## src/rtl/ps2_pkg.sv

```systemverilog
// ---------------------------------------------------------------------------
// ps2_pkg
// Shared definitions for the PS/2 host blocks: transmitter state encoding,
// well-known keyboard command/response bytes, default timing constants and
// the odd-parity helper used when a command byte is framed.
// ---------------------------------------------------------------------------
package ps2_pkg;

   // Host transmitter states
   typedef enum logic [2:0] {
      IDLE      = 3'd0,
      INHIBIT   = 3'd1,
      REQ       = 3'd2,
      XFER      = 3'd3,
      WAIT_IDLE = 3'd4,
      DONE      = 3'd5,
      FAIL      = 3'd6
   } ps2_tx_state_e;

   // Keyboard command / response bytes
   localparam logic [7:0] CMD_SET_LED  = 8'hED;
   localparam logic [7:0] CMD_RESET    = 8'hFF;
   localparam logic [7:0] ACK_BYTE     = 8'hFA;
   localparam logic [7:0] BREAK_PREFIX = 8'hF0;

   // Default timing, in system clock cycles at 100 MHz
   localparam int unsigned FILTER_CYC_DEF        = 32'd20;
   localparam int unsigned INHIBIT_CYC_DEF       = 32'd10000;
   localparam int unsigned START_TIMEOUT_CYC_DEF = 32'd1500000;
   localparam int unsigned EDGE_TIMEOUT_CYC_DEF  = 32'd200000;

   // PS/2 uses odd parity: the parity bit makes the 9-bit total odd
   function automatic logic odd_parity(input logic [7:0] b);
      return ~^b;
   endfunction

endpackage

```

## src/rtl/ps2_line_filter.sv

```systemverilog
// ---------------------------------------------------------------------------
// ps2_line_filter
// Brings one raw PS/2 pin into the clk domain (2-FF synchronizer) and
// removes glitches: the filtered output only follows the synchronized level
// after FILTER_CYC consecutive samples that differ from the current output.
// Shared by the host transmitter and the keyboard receiver.
//
// Ports:
//   clk     in  system clock
//   rst_n   in  synchronous reset, active low (output resets to 1 = idle)
//   line_i  in  raw pin level
//   filt_o  out synchronized, filtered pin level
// ---------------------------------------------------------------------------
module ps2_line_filter #(
   parameter int unsigned FILTER_CYC = 32'd20
) (
   input  logic clk,
   input  logic rst_n,
   input  logic line_i,
   output logic filt_o
);

   localparam int unsigned CW = $clog2(FILTER_CYC + 32'd1);

   logic [1:0]    sync_q;
   logic          filt_q;
   logic          filt_d;
   logic [CW-1:0] cnt_q;
   logic [CW-1:0] cnt_d;

   // Synchronizer, filtered level and run-length counter
   always_ff @(posedge clk) begin
      if (!rst_n) begin
         sync_q <= 2'b11;
         filt_q <= 1'b1;
         cnt_q  <= '0;
      end else begin
         sync_q <= {sync_q[0], line_i};
         filt_q <= filt_d;
         cnt_q  <= cnt_d;
      end
   end

   // Count consecutive samples that disagree with the output; any agreeing
   // sample restarts the count, so only a stable new level gets through.
   always_comb begin
      filt_d = filt_q;
      cnt_d  = '0;
      if (sync_q[1] != filt_q) begin
         if (cnt_q == CW'(FILTER_CYC - 32'd1)) begin
            filt_d = sync_q[1];
            cnt_d  = '0;
         end else begin
            cnt_d = cnt_q + CW'(1'b1);
         end
      end else begin
         cnt_d = '0;
      end
   end

   assign filt_o = filt_q;

endmodule

```

## src/rtl/ps2_host_tx.sv

```systemverilog
// ---------------------------------------------------------------------------
// ps2_host_tx
// PS/2 host-to-device transmitter. Accepts one command byte over a
// valid/ready handshake, inhibits the bus, issues request-to-send, shifts
// the byte out LSB first on device clock falling edges, appends odd parity
// and stop, then checks the device ACK. Reports a one-cycle done or err.
//
// Ports:
//   clk, rst_n           system clock, synchronous active-low reset
//   kclk_in, kdata_in    raw PS/2 clock / data pin levels
//   kclk_oe, kdata_oe    1 = pull the open-drain line low, 0 = release
//   tx_data, tx_valid    command byte offered
//   tx_ready             idle, a byte can be accepted
//   busy                 transaction in progress (receiver ignores pins)
//   done                 one-cycle pulse: byte sent and ACK seen
//   err                  one-cycle pulse: timeout or missing ACK
//
// Timer width is sized for START_TIMEOUT_CYC; INHIBIT_CYC and
// EDGE_TIMEOUT_CYC must not exceed it.
// ---------------------------------------------------------------------------
module ps2_host_tx
   import ps2_pkg::*;
#(
   parameter int unsigned FILTER_CYC        = FILTER_CYC_DEF,
   parameter int unsigned INHIBIT_CYC       = INHIBIT_CYC_DEF,
   parameter int unsigned START_TIMEOUT_CYC = START_TIMEOUT_CYC_DEF,
   parameter int unsigned EDGE_TIMEOUT_CYC  = EDGE_TIMEOUT_CYC_DEF
) (
   input  logic       clk,
   input  logic       rst_n,
   input  logic       kclk_in,
   input  logic       kdata_in,
   output logic       kclk_oe,
   output logic       kdata_oe,
   input  logic [7:0] tx_data,
   input  logic       tx_valid,
   output logic       tx_ready,
   output logic       busy,
   output logic       done,
   output logic       err
);

   localparam int unsigned TW = $clog2(START_TIMEOUT_CYC + 32'd1);

   ps2_tx_state_e state_q, state_d;
   logic [TW-1:0] timer_q, timer_d;
   logic [3:0]    cnt_q, cnt_d;
   logic [8:0]    frame_q, frame_d;      // {parity, data}
   logic          kclk_oe_q, kclk_oe_d;
   logic          kdata_oe_q, kdata_oe_d;
   logic          ready_q, ready_d;
   logic          busy_q, busy_d;
   logic          done_q, done_d;
   logic          err_q, err_d;

   logic          clk_filt_s;
   logic          data_filt_s;
   logic          clk_prev_q;
   logic          fe_q;

   ps2_line_filter #(.FILTER_CYC(FILTER_CYC)) u_clk_filt (
      .clk    (clk),
      .rst_n  (rst_n),
      .line_i (kclk_in),
      .filt_o (clk_filt_s)
   );

   ps2_line_filter #(.FILTER_CYC(FILTER_CYC)) u_data_filt (
      .clk    (clk),
      .rst_n  (rst_n),
      .line_i (kdata_in),
      .filt_o (data_filt_s)
   );

   // Registered falling-edge detect on the filtered device clock
   always_ff @(posedge clk) begin
      if (!rst_n) begin
         clk_prev_q <= 1'b1;
         fe_q       <= 1'b0;
      end else begin
         clk_prev_q <= clk_filt_s;
         fe_q       <= clk_prev_q & ~clk_filt_s;
      end
   end

   // FSM state and registered outputs
   always_ff @(posedge clk) begin
      if (!rst_n) begin
         state_q    <= IDLE;
         timer_q    <= '0;
         cnt_q      <= 4'd0;
         frame_q    <= 9'd0;
         kclk_oe_q  <= 1'b0;
         kdata_oe_q <= 1'b0;
         ready_q    <= 1'b1;
         busy_q     <= 1'b0;
         done_q     <= 1'b0;
         err_q      <= 1'b0;
      end else begin
         state_q    <= state_d;
         timer_q    <= timer_d;
         cnt_q      <= cnt_d;
         frame_q    <= frame_d;
         kclk_oe_q  <= kclk_oe_d;
         kdata_oe_q <= kdata_oe_d;
         ready_q    <= ready_d;
         busy_q     <= busy_d;
         done_q     <= done_d;
         err_q      <= err_d;
      end
   end

   // Next-state and next-output logic. Outputs are computed for the state
   // being entered so that every pin and status bit comes from a flop.
   always_comb begin
      state_d    = state_q;
      timer_d    = timer_q;
      cnt_d      = cnt_q;
      frame_d    = frame_q;
      kclk_oe_d  = kclk_oe_q;
      kdata_oe_d = kdata_oe_q;
      ready_d    = ready_q;
      busy_d     = busy_q;
      done_d     = 1'b0;
      err_d      = 1'b0;

      case (state_q)
         IDLE: begin
            cnt_d      = 4'd0;
            kclk_oe_d  = 1'b0;
            kdata_oe_d = 1'b0;
            if (tx_valid && ready_q) begin
               state_d   = INHIBIT;
               timer_d   = TW'(INHIBIT_CYC - 32'd1);
               frame_d   = {odd_parity(tx_data), tx_data};
               kclk_oe_d = 1'b1;
               ready_d   = 1'b0;
               busy_d    = 1'b1;
            end else begin
               state_d = IDLE;
            end
         end

         INHIBIT: begin
            cnt_d = 4'd0;
            if (timer_q == '0) begin
               // Start bit goes low while the clock is still held
               state_d    = REQ;
               kdata_oe_d = 1'b1;
            end else begin
               timer_d = timer_q - TW'(1'b1);
            end
         end

         REQ: begin
            cnt_d     = 4'd0;
            state_d   = XFER;
            kclk_oe_d = 1'b0;
            timer_d   = TW'(START_TIMEOUT_CYC - 32'd1);
         end

         XFER: begin
            if (fe_q) begin
               cnt_d   = cnt_q + 4'd1;
               timer_d = TW'(EDGE_TIMEOUT_CYC - 32'd1);
               if (cnt_q < 4'd9) begin
                  // Edges 1..9: data bits LSB first, then parity
                  kdata_oe_d = ~frame_q[cnt_q];
               end else if (cnt_q == 4'd9) begin
                  // Edge 10: stop bit, line released
                  kdata_oe_d = 1'b0;
               end else begin
                  // Edge 11: device must be pulling data low as ACK
                  kdata_oe_d = 1'b0;
                  if (data_filt_s) begin
                     state_d   = FAIL;
                     err_d     = 1'b1;
                     kclk_oe_d = 1'b0;
                  end else begin
                     state_d = WAIT_IDLE;
                  end
               end
            end else if (timer_q == '0) begin
               state_d    = FAIL;
               err_d      = 1'b1;
               kclk_oe_d  = 1'b0;
               kdata_oe_d = 1'b0;
            end else begin
               timer_d = timer_q - TW'(1'b1);
            end
         end

         WAIT_IDLE: begin
            if (clk_filt_s && data_filt_s) begin
               state_d = DONE;
               done_d  = 1'b1;
            end else if (timer_q == '0) begin
               state_d    = FAIL;
               err_d      = 1'b1;
               kclk_oe_d  = 1'b0;
               kdata_oe_d = 1'b0;
            end else begin
               timer_d = timer_q - TW'(1'b1);
            end
         end

         DONE: begin
            state_d = IDLE;
            ready_d = 1'b1;
            busy_d  = 1'b0;
         end

         FAIL: begin
            state_d    = IDLE;
            kclk_oe_d  = 1'b0;
            kdata_oe_d = 1'b0;
            ready_d    = 1'b1;
            busy_d     = 1'b0;
         end

         default: begin
            state_d    = IDLE;
            kclk_oe_d  = 1'b0;
            kdata_oe_d = 1'b0;
            ready_d    = 1'b1;
            busy_d     = 1'b0;
         end
      endcase
   end

   assign kclk_oe  = kclk_oe_q;
   assign kdata_oe = kdata_oe_q;
   assign tx_ready = ready_q;
   assign busy     = busy_q;
   assign done     = done_q;
   assign err      = err_q;

endmodule

```

## config.mk

```make
export PLATFORM = sky130hd
export DESIGN_NAME = ps2_host_tx
export DESIGN_NICKNAME = d
export VERILOG_FILES = /design/src/rtl/ps2_pkg.sv /design/src/rtl/ps2_line_filter.sv /design/src/rtl/ps2_host_tx.sv
export SDC_FILE = /design/constraint.sdc
export NUM_CORES = 1
export LEC_CHECK = 0
export ABC_AREA = 1
export BUFFER_PORTS_ARGS = -buffer_cell sky130_fd_sc_hd__clkbuf_2
export CAP_MARGIN = 20
export CORE_UTILIZATION = 65
export DETAILED_ROUTE_END_ITERATION = 6
export GPL_TIMING_DRIVEN = 0
export PLACE_DENSITY = 0.94
export SYNTH_ARGS = -nofsm -noshare
export SYNTH_HDL_FRONTEND = slang
export SYNTH_SLANG_ARGS = --single-unit
```

## constraint.sdc

```tcl
create_clock -name clk -period 5.17 [get_ports clk]
set_input_delay 1.034 -clock clk [delete_from_list [all_inputs] [get_ports clk]]
set_output_delay 1.034 -clock clk [all_outputs]
set_load 0.02 [all_outputs]
```

---- Word-level counts from Yosys, hierarchy flattened ----
Index checks and enable logic that the tools add are counted.
W data, S select, Z words.
storage, ports and cells
  flip-flop bits (word level) ............. 61
  input port bits ......................... 13
cells by class
  add/subtract/negate cells ............... 4
  order comparisons ....................... 2
  equality and inequality tests ........... 17
  muxes and demuxes ....................... 44
  bitwise logic cells ..................... 9
  reductions and logical operators ........ 23
operator list
  operator                 count
  $pmux W21 S5             1
  $mux W21                 4
  $mux W1                  23
  $logic_not A21 Y1        1
  $sub A21 B1 Y21 const B  1
  $mux W3                  6
  $pmux W3 S5              1
  $reduce_and A2 Y1        6
  $add A5 B1 Y5 const B    2
  $eq A5 B5 Y1 const B     2
  $reduce_and A3 Y1        3
  $reduce_or A3 Y1         3
  $ne A2 B2 Y1 const B     4
  $not A1 Y1               8
  $pmux W1 S4              2
  $pmux W4 S2              1
  $reduce_xnor A8 Y1       1
  $eq A3 B2 Y1 const B     2
  $eq A3 B3 Y1 const B     2
  $ne A3 B3 Y1 const B     2
  $pmux W1 S2              3
  $lt A4 B5 Y1 const B     1
  $reduce_and A5 Y1        1
  $reduce_bool A5 Y1       1
  15 further kinds         18

---- Depth between registers and ports, before layout ----
Gate-level depths: netlist of run 1.
  word-level depth ........................ 6
  gate-level depth with buffers ........... 12
  gate-level depth less buffers ........... 11

---- Cells and area by module ----
From an unflattened synthesis of run 1, not the netlist that was laid out.
unflattened totals
  cells, all modules ...................... 491
  area, all modules ....................... 3303.2 um^2
by module, submodules not included
  module           times used  cells each  area each (um^2)  sequential area each (um^2)
  ps2_host_tx      1           411         2632.5            900.9
  ps2_line_filter  2           40          335.3             160.2

---- Worst setup path after synthesis of run 1 ----
OpenSTA, ideal clock, no wires.
  path type ............................... input port to flip-flop
  start ................................... in tx_valid
  end ..................................... reg timer_q[0]
  library setup time ...................... 0.113 ns
  arrival time ............................ 1.783 ns
  required time ........................... 5.057 ns
  slack ................................... 3.274 ns
  cell stages on the path ................. 8
  path buffers ............................ 1
  cells stage by stage .................... nand2_1 > nand2_2 > nand2_4 > buf_12 > o21ai_1 > o21ai_1 > o21ai_1 > inv_1
on the way
  word-level cells in the longest chain between the ends .. 3
RTL lines
  item                                line                RTL
  from (decl)                         ps2_host_tx.sv:36   input logic tx_valid,
  $logic_and A1 B1 Y1                 ps2_host_tx.sv:132  if (tx_valid && ready_q) begin
  $ne A2 B2 Y1 (no source line)       -
  $reduce_and A3 Y1 (no source line)  -
  to (signal assigned)                ps2_host_tx.sv:101  timer_q <= timer_d;
  to (decl)                           ps2_host_tx.sv:46   logic [TW-1:0] timer_q, timer_d;
No other way between the ends.
A chain may end at the register's enable or synchronous reset.

---- Final worst setup path of run 1 ----
  start ................................... in rst_n
  end ..................................... reg done_q, in the netlist done
on the way
  word-level cells in the longest chain between the ends .. 1
RTL lines
  item                                line                RTL
  from (decl)                         ps2_host_tx.sv:30   input logic rst_n,
  $reduce_and A2 Y1 (no source line)  -
  to (signal assigned)                ps2_host_tx.sv:108  done_q <= done_d;
  to (decl)                           ps2_host_tx.sv:53   logic done_q, done_d;
No other way between the ends.

==> flow_metrics.py, run 1 <==
metrics = {
    "power_and_ir_drop": {
        "leakagePower_nw": 1.67,
        "p_switching_w": 0.000931,
        "pwr-share-seq_pct": 30.7,
        "power.share.clock_pct": 23.9,
        "ir_worst_vdd_mv": 0.491,
        "power_frac_comb_pct": 45.5,
        "p_int_w": 0.00122,
        "switching_share_pct": 43.3,
        "power.density_nw_per_um2": 565,
    },
    "timing": {
        "min_period_ns": 2.04,
        "min_period_over_period_pct": 39.6,
        "hold_viol": 0,
        "rsz0062_at_grt": "false",
        "max_freq_ghz": 0.489,
        "finClkSkew_ns": 0.0107,
        "slew_headroom_pct": 59.1,
        "worst_pin_slew_ns": 0.613,
        "setup_viol": 0,
        "fin_worst_hold_slack_ns": 0.414,
        "slew_viol_final": 0,
        "fin_tns_setup_ns": 0,
    },
    "clock_network": {
        "clkSinkCount": 61,
        "cts_max_level": 3,
        "worstSkewPairLatency_ns": 0.35,
        "postCtsSetupBuffers": 0,
        "cts_made_buffers": 9,
        "cts_root_buffer": "clkbuf_8",
        "cts_resized": 0,
        "clkTransAtPathRegs_ns": 0.07,
        "clockBufferDepth": 2,
        "cts_hold_buf": 0,
        "cts_tree": "done",
    },
    "critical_path": {
        "path_cells": "clkbuf_2 > inv_1 > clkbuf_1 > clkbuf_1 > nor2_1",
        "cp_max_fo": 10,
        "slowest_delay_ns": 0.53,
        "crit_arrival_ns": 2.26,
        "worstReg2RegEnd": "kclk_oe$_SDFFE_PN0P_",
        "regToRegSetupSlack_ns": 3.14,
        "start_kind": "input port",
        "cp-end-kind": "register",
        "worst-path-buf-inv": 4,
        "crit_top_cell": "clkbuf_1",
        "r2r.worst_path.cells": 9,
        "critical_path.top_delay_family": "buffers and inverters",
        "r2r_start": "cnt_q[0]$_SDFFE_PN0P_",
        "crit_path_top_delay_cell": "clkbuf_1",
        "worst_ep_required_time_ns": 5.39,
        "critical_path_class": "in2reg",
    },
    "layout": {
        "fin_util_pct": 78.0,
        "multi_input_area_um2": 1880,
        "final_cells": 580,
        "fill_cells": 353,
        "drive_above_1_share_pct": 15.8,
        "antenna_cells": 0,
        "final_area_um2": 3810,
        "seqCellArea_um2": 1220,
        "finish.net_count": 528,
        "area_growth_pct": 12.1,
    },
    "yosys": {
        "synthTopCellsByCount": "86 x nand2_1, 65 x nor2_1, 61 x dfxtp_1, 49 x inv_1, 45 x a21oi_1",
        "ys_warn_count": 0,
        "async_reset_ff_share_pct": 0,
        "syn-num-nets": 499,
        "yosys.area.top_type": "dfxtp_1",
        "synth_most_common_cell": "nand2_1",
        "syn_area_per_cell_um2": 7.08,
        "synth-main-ff-cell": "dfxtp_1",
        "postSynthRegisterBits": 61,
        "netlist.area_leader.share_pct": 35.9,
        "ys_types": 42,
        "synth_cells": 480,
        "synth_area_um2": 3400,
        "synthTopCellsByArea": "dfxtp_1 36%, nand2_1 9.5%, nor2_1 7.2%",
        "synth_edf_count": 0,
        "yosysSeqAreaShare_pct": 35.9,
    },
    "global_routing": {
        "grt_pass1_wl_um": 13700,
        "antenna_found_initial": 0,
        "grt.total_usage_pct": 33.3,
        "overflow": 0,
        "grt_pass1_vias": 3163,
        "grt_max_degree": 12,
    },
    "route": {
        "drt-total-wl_um": 8280,
        "drtIter0Drc": 256,
        "dr_wl_met2_um": 4200,
        "top_layer_used": "met4",
        "ant_nets": 0,
        "wl_per_cell_um": 14.3,
        "via_per_inst": 5.67,
        "drt-pass1-iter-count": 5,
        "drc": 0,
        "wl_met3_um": 573,
        "vias": 3291,
        "drt-met1-wl_um": 3260,
    },
    "hold_path": {
        "hold_depth": 2,
        "min_to": "fe_q$_SDFF_PN0_",
        "min_from": "clk_prev_q$_SDFF_PN1_",
        "hold_class": "reg2reg",
    },
    "placement": {
        "placed_cell_area_um2": 3570,
        "portBuffers": 18,
        "place_hpwl_um": 5890,
        "place.gp.congestion": 0.950,
        "placed_cells": 565,
    },
    "outcome": {
        "status": "finished, final reports clean",
    },
    "floorplan": {
        "dieArea_um2": 5520,
        "die_h_um": 74.3,
        "rows": 25,
        "core_um2": 4880,
        "ios": 19,
        "die_w_um": 74.3,
        "start_util_pct": 69.6,
    },
    "run": {
        "drv_cap": 0,
    },
}
-- through the flow --
stage                     total power [W]  worst slack (ns)
final                             0.00215              3.13
after global routing              0.00229              2.94
after CTS                         0.00214              3.13
after detailed placement          0.00162              2.76
after global placement            0.00159              2.79
after floorplan                   0.00141              3.27
-- worst max path at each step --
stage | start | to | slack, ns | cells after the start
2_1_floorplan | tx_valid | timer_q[0]$_SDFFE_PN0P_ | 3.27 | 8
3_5_place_dp | rst_n | done$_SDFF_PN0_ | 2.76 | 5
4_1_cts | rst_n | done$_SDFF_PN0_ | 3.13 | 5
6_report | rst_n | done$_SDFF_PN0_ | 3.13 | 5
5_1_grt | cnt_q[0]$_SDFFE_PN0P_ | kclk_oe$_SDFFE_PN0P_ | 2.94 | 9
3_3_place_gp | rst_n | done$_SDFF_PN0_ | 2.79 | 5
-- power by group through the flow --
stage	sequential, W	combinational [W]	clock (W)
3_5_place_dp	0.000661	0.000960	0
3_3_place_gp	0.000656	0.000931	0
4_1_cts	0.000653	0.000967	0.000516
6_report	0.000659	0.000978	0.000513
5_1_grt	0.000667	0.00109	0.000535
2_1_floorplan	0.000655	0.000758	0
-- metal layers --
| layer | vias up | global-route usage [%] |
|---|---|---|
| met3 | 31 | 10.2 |
| met2 | 118 | 58.8 |
| met4 | 0 | 17.6 |
| li1 | 1621 | - |
| met1 | 1521 | 35.9 |
| met5 | - | 0 |
-- flip-flops by register name, indices dropped and copies added (netlist names) --
register / count
timer_q: 21
frame_q: 9
u_clk_filt.cnt_q: 5
u_data_filt.cnt_q: 5
cnt_q: 4
state_q: 3
u_clk_filt.sync_q: 2
u_data_filt.sync_q: 2
busy: 1
clk_prev_q: 1
done: 1
err: 1
fe_q: 1
kclk_oe: 1
kdata_oe: 1
tx_ready: 1
u_clk_filt.filt_o: 1
u_data_filt.filt_o: 1
-- worst min-delay path, stage by stage (launching register included) --
cell and delay, ns:
dfxtp_1 0.30, inv_1 0.04, nor2_1 0.03
-- layout make-up --
cell class | instances | share of cell area, %
multi-input combinational | 350 | 49.3
sequential | 61 | 32.1
inverter | 59 | 5.88
clock buffer | 9 | 3.25
clock inverter | 6 | 2.96
timing repair buffer | 18 | 2.37
tap | 67 | 2.20
buffer | 10 | 1.94
-- layout by cell type (no fill, tap or decap), types with 2 or more instances in the layout --
cell type  count
nand2_1       86
nor2_1        65
dfxtp_1       61
inv_1         49
a21oi_1       45
nand3_1       34
o21ai_0       22
clkbuf_2      18
nor2_4        10
xor2_1        10
clkbuf_8       9
inv_2          8
nor2_2         8
o21ai_1        8
nand4_1        8
or2_2          8
xnor2_1        7
nor3_1         6
o211ai_1       6
ha_1           6
clkbuf_1       5
nand2_2        3
bufinv_16      3
nand3b_1       2
and3_1         2
a31oi_1        2
clkinv_4       2
-- cell families (layout without fill, tap and decap cells) --
family	count (synthesis)	in the layout	share of synthesized area [%]
compound gates	89	89	14.2
simple gates	238	238	34.5
xor+xnor	17	17	4.38
flops	61	61	35.9
buf+inv	69	102	8.77
fa+ha+maj	6	6	2.21
No activity file was read; power rests on OpenSTA's default activity.
==> run 2, diff against run 1 <==
Settings changed: CORE_UTILIZATION 65 to 61, PLACE_DENSITY 0.94 to 0.9.
Clock period 5.17 ns to 2 ns, I/O delays scaled along.
==> flow_metrics.py, run 2 (same netlist as run 1, synthesis figures left out) <==
metrics = {
    "outcome": {
        "status": "finished, final reports clean",
    },
    "global_routing": {
        "antenna_found_initial": 0,
        "grt_pass1_vias": 3241,
        "overflow": 0,
        "grt.total_usage_pct": 30.8,
        "grt_max_degree": 12,
        "grt_pass1_wl_um": 14300,
    },
    "clock_network": {
        "postCtsSetupBuffers": 0,
        "cts_root_buffer": "clkbuf_8",
        "cts_tree": "done",
        "cts_made_buffers": 9,
        "worstSkewPairLatency_ns": 0.34,
        "clkSinkCount": 61,
        "cts_hold_buf": 0,
        "cts_max_level": 3,
        "clkTransAtPathRegs_ns": 0.07,
        "clockBufferDepth": 2,
    },
    "route": {
        "drt-total-wl_um": 8290,
        "vias": 3328,
        "ant_nets": 0,
        "drc": 0,
        "via_per_inst": 5.71,
        "drtIter0Drc": 261,
        "wl_per_cell_um": 14.2,
        "drt-pass1-iter-count": 5,
    },
    "power_and_ir_drop": {
        "pwr-share-seq_pct": 31.0,
        "power.density_nw_per_um2": 1440,
        "ir_worst_vdd_mv": 0.926,
        "p_switching_w": 0.00243,
        "power.share.clock_pct": 22.0,
        "power.total_w": 0.00546,
        "switching_share_pct": 44.5,
        "power_frac_comb_pct": 47.0,
        "p_int_w": 0.00303,
        "leakagePower_nw": 1.65,
    },
    "layout": {
        "layout_commonest_cell": "nand2_1",
        "largest_reg_flops": 21,
        "drive_above_1_share_pct": 16.4,
        "finish.net_count": 528,
        "antenna_cells": 0,
        "layout_common_cells": "86 x nand2_1, 65 x nor2_1, 60 x dfxtp_1, 49 x inv_1, 44 x a21oi_1",
        "fill_cells": 390,
        "reg.largest.list": "timer_q: 21 flops, frame_q: 9 flops",
        "final_cells": 583,
        "area_growth_pct": 11.7,
        "regMostFlops": "timer_q",
    },
    "hold_path": {
        "hold_class": "in2reg",
    },
    "timing": {
        "slew_viol_final": 0,
        "finClkSkew_ns": 0.00628,
        "min_period_ns": 1.83,
        "rsz0062_at_grt": "false",
        "fin_tns_setup_ns": 0,
        "max_freq_ghz": 0.546,
        "worst_slack_ns": 0.168,
        "min_period_over_period_pct": 91.6,
        "slew_headroom_pct": 54.7,
        "worst_pin_slew_ns": 0.680,
        "setup_viol": 0,
        "hold_viol": 0,
    },
    "placement": {
        "place.gp.congestion": 0.947,
        "place_hpwl_um": 5860,
        "placed_cells": 568,
        "place_ws_ns": 0.0397,
        "portBuffers": 18,
    },
    "floorplan": {
        "die_h_um": 76.6,
        "start_util_pct": 64.9,
        "ios": 19,
        "die_w_um": 76.6,
        "dieArea_um2": 5870,
        "core_um2": 5240,
        "rows": 26,
    },
    "critical_path": {
        "path_cells": "inv_1 > ha_1 > nand2_1 > nor2_4 > nand3_4 > clkinv_1 > o21ai_1 > o21ai_1 > o21ai_1 > inv_1",
        "cp_max_fo": 6,
        "slowest_delay_ns": 0.40,
        "worst-path-buf-inv": 3,
        "cp-end-kind": "register",
        "crit_path_top_delay_cell": "dfxtp_2",
        "critical_path_class": "reg2reg",
        "critical_path.top_delay_family": "flip-flops",
        "crit_arrival_ns": 2.06,
        "start_kind": "register",
        "crit_top_cell": "o21ai_1",
        "worst_ep_required_time_ns": 2.23,
    },
    "run": {
        "drv_cap": 0,
    },
}
-- run 2: cell count changes in the layout (fill, tap and decap cells not counted), sizes merged --
cell / delta
clkinvlp: +2
bufinv: -1
clkinv: -1
-- run 2: routing by layer --
metal | track usage, % | up-vias | part of all wire (%)
met5 | 0 | - | 0
met4 | 12.5 | 0 | 2.6
met3 | 7.90 | 27 | 7.8
met2 | 55.0 | 157 | 50
met1 | 34.8 | 1520 | 39
li1 | - | 1624 | -
-- run 2: what timing repair did --
item	CTS	global route
resized for setup	1	2
setup endpoints to repair	2	10
cloned	0	0
endpoints found under the hold margin	0	0
-- run 2: worst paths after layout --
kind / start / end / slack (ns) / cells after the start
setup / recovery: timer_q[0]$_SDFFE_PN0P_ / timer_q[0]$_SDFFE_PN0P_ / 0.17 / 10
hold / removal: kclk_in / u_clk_filt.sync_q[0]$_SDFF_PN1_ / 0.25 / 2
setup reg to reg: timer_q[0]$_SDFFE_PN0P_ / timer_q[0]$_SDFFE_PN0P_ / 0.17 / 10
hold reg to reg: u_clk_filt.sync_q[0]$_SDFF_PN1_ / u_clk_filt.sync_q[1]$_SDFF_PN1_ / 0.41 / 1
-- run 2: stage by stage --
step                hold slack [ns]  utilization, %  instance area, µm²
floorplan                     0.392               -                3400
global placement              0.396            68.3                3570
detailed placement            0.398            68.3                3570
CTS                           0.232            72.3                3790
global route                  0.234            72.4                3790
finish                        0.246            72.4                3790
-- run 2: power groups by stage --
stage / clock [W] / sequential (W) / combinational (W)
after floorplan: 0 / 0.00169 / 0.00196
after global placement: 0 / 0.00170 / 0.00243
after detailed placement: 0 / 0.00170 / 0.00249
after CTS: 0.00121 / 0.00168 / 0.00253
after global routing: 0.00127 / 0.00172 / 0.00287
final: 0.00120 / 0.00169 / 0.00257
-- run 2: area by class of cell --
class | instances | area (µm²) | share of cell area [%]
multi-input cells | 350 | 1880 | 49.6
flip-flops and latches | 61 | 1220 | 32.2
inverters | 59 | 224 | 5.90
clock buffers | 9 | 124 | 3.27
repair buffers | 18 | 90.1 | 2.37
clock inverters | 6 | 88.8 | 2.34
well taps | 70 | 87.6 | 2.31
plain buffers | 10 | 75.1 | 1.98
